**src/rtl/if_stage.sv**
```systemverilog
// ---------------------------------------------------------------------------
// if_stage -- instruction fetch stage with a single-entry skid buffer
//
// The stage keeps at most one instruction-memory request in flight. The
// fetched word goes into the IF/ID register. If decode is stalled when the
// response arrives, the word is parked in a one-entry buffer instead.
// A redirect loads a new PC and squashes work that is in flight. A flush
// only bubbles the IF/ID register.
//
// Parameters
//   RESET_PC   fetch address loaded on reset
//   NOP_INSTR  bubble word written into IF/ID on reset/flush/redirect
//
// Optional feature (compile-time macro MISALIGN_CHECK_EN)
//   defined   : misalign_err pulses for one cycle after a redirect whose
//               target has non-zero low bits
//   undefined : misalign_err is tied low
//   In both builds the low two bits of redirect_pc are ignored.
//
// Ports
//   clk, rst            clock, synchronous active-high reset
//   stall, flush        decode stall (hold IF/ID + PC), IF/ID bubble
//   redirect, redirect_pc  taken branch/jump and its target
//   imem_req/addr/ready    request handshake (addr always equals pc)
//   imem_rvalid/rdata      response
//   if_valid, if_pc, if_pc_plus4, if_instr   IF/ID register
//   opcode, funct3, funct7  decode fields taken straight from if_instr
//   misalign_err        misaligned-redirect flag
// ---------------------------------------------------------------------------
module if_stage #(
    parameter logic [31:0] RESET_PC  = 32'h0000_0000,
    parameter logic [31:0] NOP_INSTR = 32'h0000_0013
) (
    input  logic        clk,
    input  logic        rst,
    input  logic        stall,
    input  logic        flush,
    input  logic        redirect,
    input  logic [31:0] redirect_pc,
    output logic        imem_req,
    output logic [31:0] imem_addr,
    input  logic        imem_ready,
    input  logic        imem_rvalid,
    input  logic [31:0] imem_rdata,
    output logic        if_valid,
    output logic [31:0] if_pc,
    output logic [31:0] if_pc_plus4,
    output logic [31:0] if_instr,
    output logic [6:0]  opcode,
    output logic [2:0]  funct3,
    output logic [6:0]  funct7,
    output logic        misalign_err
);

    typedef enum logic [1:0] {IDLE, WAIT, BUF, KILL} state_t;

    state_t      state_reg;
    logic [31:0] pc_reg;
    logic [31:0] buf_instr_reg;
    logic [31:0] buf_pc_reg;
    logic        if_valid_reg;
    logic [31:0] if_pc_reg;
    logic [31:0] if_instr_reg;
    // Set when reset hits while a response is still owed by memory. The
    // stage sits in IDLE but must swallow that stale response before it
    // issues a new request.
    logic        drop_pending_reg;

    logic [31:0] redirect_target;
    logic        accept;

    assign redirect_target = {redirect_pc[31:2], 2'b00};
    assign imem_req  = (state_reg == IDLE) && !drop_pending_reg && !redirect && !rst;
    assign imem_addr = pc_reg;
    assign accept    = imem_req && imem_ready;

    assign if_valid    = if_valid_reg;
    assign if_pc       = if_pc_reg;
    assign if_pc_plus4 = if_pc_reg + 32'd4;
    assign if_instr    = if_instr_reg;
    assign opcode      = if_instr_reg[6:0];
    assign funct3      = if_instr_reg[14:12];
    assign funct7      = if_instr_reg[31:25];

    always_ff @(posedge clk) begin
        if (rst) begin
            pc_reg        <= RESET_PC;
            state_reg     <= IDLE;
            buf_instr_reg <= 32'd0;
            buf_pc_reg    <= 32'd0;
            if_valid_reg  <= 1'b0;
            if_pc_reg     <= RESET_PC;
            if_instr_reg  <= NOP_INSTR;
            // A response arriving in this very cycle is consumed by the reset.
            drop_pending_reg <= ((state_reg == WAIT) || (state_reg == KILL) || drop_pending_reg)
                                && !imem_rvalid;
        end else begin
            // IF/ID register. A bubble has priority over any load, including
            // a load that would otherwise happen under stall=0.
            if (flush || redirect) begin
                if_valid_reg <= 1'b0;
                if_instr_reg <= NOP_INSTR;
            end else if (state_reg == WAIT && imem_rvalid && !stall) begin
                if_valid_reg <= 1'b1;
                if_instr_reg <= imem_rdata;
                if_pc_reg    <= pc_reg;
            end else if (state_reg == BUF && !stall) begin
                if_valid_reg <= 1'b1;
                if_instr_reg <= buf_instr_reg;
                if_pc_reg    <= buf_pc_reg;
            end

            if (drop_pending_reg && imem_rvalid) begin
                drop_pending_reg <= 1'b0;
            end

            case (state_reg)
                IDLE: begin
                    if (redirect) begin
                        pc_reg <= redirect_target;
                    end else if (accept) begin
                        state_reg <= WAIT;
                    end
                end
                WAIT: begin
                    if (redirect) begin
                        pc_reg    <= redirect_target;
                        state_reg <= imem_rvalid ? IDLE : KILL;
                    end else if (imem_rvalid) begin
                        pc_reg <= pc_reg + 32'd4;
                        if (stall) begin
                            buf_instr_reg <= imem_rdata;
                            buf_pc_reg    <= pc_reg;
                            state_reg     <= BUF;
                        end else begin
                            state_reg <= IDLE;
                        end
                    end
                end
                BUF: begin
                    if (redirect) begin
                        pc_reg    <= redirect_target;
                        state_reg <= IDLE;
                    end else if (!stall) begin
                        state_reg <= IDLE;
                    end
                end
                KILL: begin
                    if (redirect) begin
                        pc_reg <= redirect_target;
                    end
                    if (imem_rvalid) begin
                        state_reg <= IDLE;
                    end
                end
                default: state_reg <= IDLE;
            endcase
        end
    end

`ifdef MISALIGN_CHECK_EN
    logic misalign_err_reg;

    always_ff @(posedge clk) begin
        if (rst) begin
            misalign_err_reg <= 1'b0;
        end else begin
            misalign_err_reg <= redirect && (redirect_pc[1:0] != 2'b00);
        end
    end

    assign misalign_err = misalign_err_reg;
`else
    // Low target bits are deliberately discarded in this build.
    logic unused_low_bits;
    assign unused_low_bits = ^redirect_pc[1:0];
    assign misalign_err    = 1'b0;
`endif

endmodule

```
**config.mk**
```make
export PLATFORM = sky130hd
export DESIGN_NAME = if_stage
export DESIGN_NICKNAME = d
export VERILOG_FILES = /design/src/rtl/if_stage.sv
export SDC_FILE = /design/constraint.sdc
export NUM_CORES = 1
export LEC_CHECK = 0
export CAP_MARGIN = 30
export CORE_AREA = 2 2 166 119
export CTS_CLUSTER_SIZE = 30
export DETAILED_ROUTE_END_ITERATION = 16
export DIE_AREA = 0 0 168 121
export PLACE_DENSITY = 0.71
export SYNTH_ARGS = -nofsm -noshare
export SYNTH_HDL_FRONTEND = slang
export SYNTH_SLANG_ARGS = --single-unit
```
**constraint.sdc**
```tcl
create_clock -name clk -period 1.83 [get_ports clk]
set_input_delay 0.2745 -clock clk [delete_from_list [all_inputs] [get_ports clk]]
set_output_delay 0.2745 -clock clk [all_outputs]
set_load 0.01 [all_outputs]
```
==> results_dict.tcl <==
set metrics [dict create \
    status "finished with violations" \
    violations "setup timing" \
    slew_violations 0 \
    clock.fmax_mhz 423 \
    synth.distinct_cells 53 \
    drcViolationCount 0 \
    clk_pin_slew_ns 0.06 \
    cts.htree.levels 4 \
    path_class "reg -> out" \
    portBuffers 209 \
    drive_above_1_share_pct 21.2 \
    cp_max_fo 4 \
    postSynth.asyncResetShare_pct 0 \
    ios 219 \
    cts_hold_buf 0 \
    cp_num_cells 7 \
    critPathBufInv 2 \
    gp_congestion 0.857 \
    p_leak_uw 0.00402 \
    p_clk_share_pct 43.9 \
    overflow 0 \
    cap_violations 0 \
    p_int_uw 6080 \
    rrSetupSlack_ns 0.08 \
    reg2regPathDepth 6 \
    row_count 42 \
    post-route-min-period_ns 2.36 \
    skew_ns 0.00789 \
    syn_to_final_growth_pct 50.8 \
    ys_dominant_reg_cell "dfxtp_1" \
    synthesis.area_um2 7360 \
    grt_max_degree 77 \
    clock_latency_ns 0.42 \
    clk_path_buf_depth 2 \
    initial_core_util_pct 39.5 \
    cpMaxStageDelayCell "dfxtp_4" \
    grt_antenna_before_repair 0 \
    grt_pass1_wl_um 37300 \
    placed_area_um2 10400 \
    core_area_um2 18700 \
    timing.slew.headroom_pct 45.9 \
    synth_top_area_share_pct 42.7 \
    grtUsageTotal_pct 23.0 \
    yosysSeqAreaShare_pct 43.1 \
    ys_seq_elements 158 \
    setup_ws_ns -0.534 \
    vdd_drop_max_uv 436 \
    dp_slack_ns -0.536 \
    p_per_area_nw_per_um2 731 \
    synth_area_leader_cell "dfxtp_1" \
    synthTopCellsByCount "nand2_1, dfxtp_1, a21oi_1" \
    critPathTopFamily "simple AND/OR/NAND/NOR gates" \
    synth-edff-count 1 \
    cts_root_buf "clkbuf_16" \
    die_w_um 168 \
    clock_sinks 158 \
    hp-class "in -> reg" \
    first_pass_iters 5 \
    dr.first_iter.drc_count 659 \
    cts_buffers 17 \
    rsz0062_at_grt "yes" \
    seq_power_share_pct 44.1 \
    arrival_ns 2.09 \
    die_h_um 121 \
    drt_wl_total_um 23800 \
    hpwl_um 17000 \
    worst_slew_pin_slew_ns 0.811 \
    hold_viol_final 0 \
    die_area_um2 20300 \
    crit_path_max_incr_delay_ns 0.34 \
    fin_area_um2 11100 \
    syn_area_per_cell_um2 7.88 \
    combPwrFrac_pct 12.0 \
    yosysWarnings 0 \
    worst_setup_path_start_kind "register" \
    reg2reg_from "imem_addr[7]" \
    synth.area.top_cells "dfxtp_1, nand2_1, a21oi_1, xnor2_1, a311oi_1" \
    grt_pass1_vias 7123 \
    synthCells 934 \
    ant_nets 0 \
    crit_required_ns 1.56 \
    period_share_pct 129 \
    nets 1274 \
    p_sw_uw 2040 \
    fin_util_pct 59.5 \
    critPathLaunch "if_pc[4]" \
    cp_cell_sequence "nand4_1 -> nor4_2 -> buf_4 -> and3_4 -> nor3b_4 -> xor2_1 -> buf_2" \
    synth.most_common_cell "nand2_1" \
    post_drt_wl_per_cell_um 16.4 \
    p_sw_share_pct 25.1 \
    vias_per_cell 5.27 \
    vias 7678 \
    hold_ws_ns 0.195 \
    end_kind "primary output" \
    setup_violations 24 \
    rr_endpoint "imem_addr[12]" \
    crit_end "if_pc_plus4[21]" \
    cts_tree "yes" \
]
cell usage in the layout, fill, tap and decap left out, types with 4 or more instances in the layout:
| cell type | count |
|---|---|
| a211oi_1 | 17 |
| a21oi_1 | 100 |
| a221oi_1 | 5 |
| a22oi_1 | 31 |
| a311oi_1 | 32 |
| and3_1 | 7 |
| buf_12 | 11 |
| buf_2 | 27 |
| buf_4 | 114 |
| clkbuf_16 | 18 |
| clkdlybuf4s50_1 | 177 |
| conb_1 | 7 |
| dfxtp_1 | 141 |
| dfxtp_2 | 14 |
| inv_1 | 11 |
| nand2_1 | 212 |
| nand2_2 | 7 |
| nand3_1 | 12 |
| nand4_1 | 17 |
| nor2_1 | 64 |
| nor3_1 | 13 |
| nor4_1 | 5 |
| o21ai_0 | 34 |
| xnor2_1 | 34 |
| xnor2_2 | 4 |
| xor2_1 | 10 |
through the flow:
| stage | std cells | power, µW | TNS [ns] |
|---|---|---|---|
| 2_1_floorplan | 940 | 4050 | -0.0466 |
| 3_3_place_gp | 1420 | 4620 | -30.28 |
| 3_5_place_dp | 1420 | 4620 | -38.39 |
| 4_1_cts | 1454 | 8150 | -9.97 |
| 5_1_grt | 1455 | 8400 | -11.55 |
| 6_report | 1456 | 8110 | -8.95 |
per-layer routing:
layer  share of wire [%]  track usage, %  routed length, µm
met5                   0               0                  0
met4                 1.9            7.61                443
met3                 7.8            5.28               1860
met2                  43            34.3              10200
met1                  47            32.8              11300
cell families after synthesis:
family                     Yosys count  share of synthesized area [%]
xor gates and xnor gates            48                           5.71
DFF                                158                           43.1
buffers and inverters              106                           6.88
AOI/OAI and AO/OA                  230                           19.5
and+or+nand+nor                    386                           24.0
other                                1                         0.0509
muxes                                3                          0.408
adders and majority gates            2                          0.340
cell type report:
| cell class | instances | area (µm²) |
|---|---|---|
| diodes | 1 | 2.50 |
| inverters | 13 | 48.8 |
| fillers | 1666 | 7550 |
| multi-input cells | 676 | 3920 |
| clock inverters | 10 | 101 |
| repair buffers | 335 | 3040 |
| flip-flops and latches | 158 | 3200 |
| clock buffers | 21 | 492 |
| well taps | 242 | 303 |
worst reg2reg max path, stage by stage (launching register included):
cell       delay (ns)
dfxtp_1          0.34
and4_1           0.24
buf_12           0.14
nand4_1          0.25
o21ai_1          0.20
a21oi_1          0.11
a2111oi_1        0.35
power groups by stage:
stage	registers (µW)	clock network, µW	logic [µW]
3_3_place_gp	3650	0	967
5_1_grt	3590	3780	1040
3_5_place_dp	3650	0	973
6_report	3580	3560	971
4_1_cts	3580	3610	963
2_1_floorplan	3710	0	338
worst min-delay path by stage:
stage	slack, ns	startpoint	cells after the start	to
2_1_floorplan	0.41	imem_rdata[0]	2	if_instr[0]
3_3_place_gp	0.44	buf_pc_reg[22]	2	buf_pc_reg[22]
3_5_place_dp	0.44	buf_pc_reg[29]	2	buf_pc_reg[29]
4_1_cts	0.16	rst	3	imem_addr[30]
5_1_grt	0.20	rst	3	imem_addr[30]
6_report	0.20	rst	3	imem_addr[30]
repair_timing:
action / 4_1_cts / 5_1_grt
pin swaps: 24 / 25
gates resized for setup: 135 / 37
setup endpoints to repair: 30 / 120
setup buffers: 3 / 2
Power figures use the tool's default switching activity.
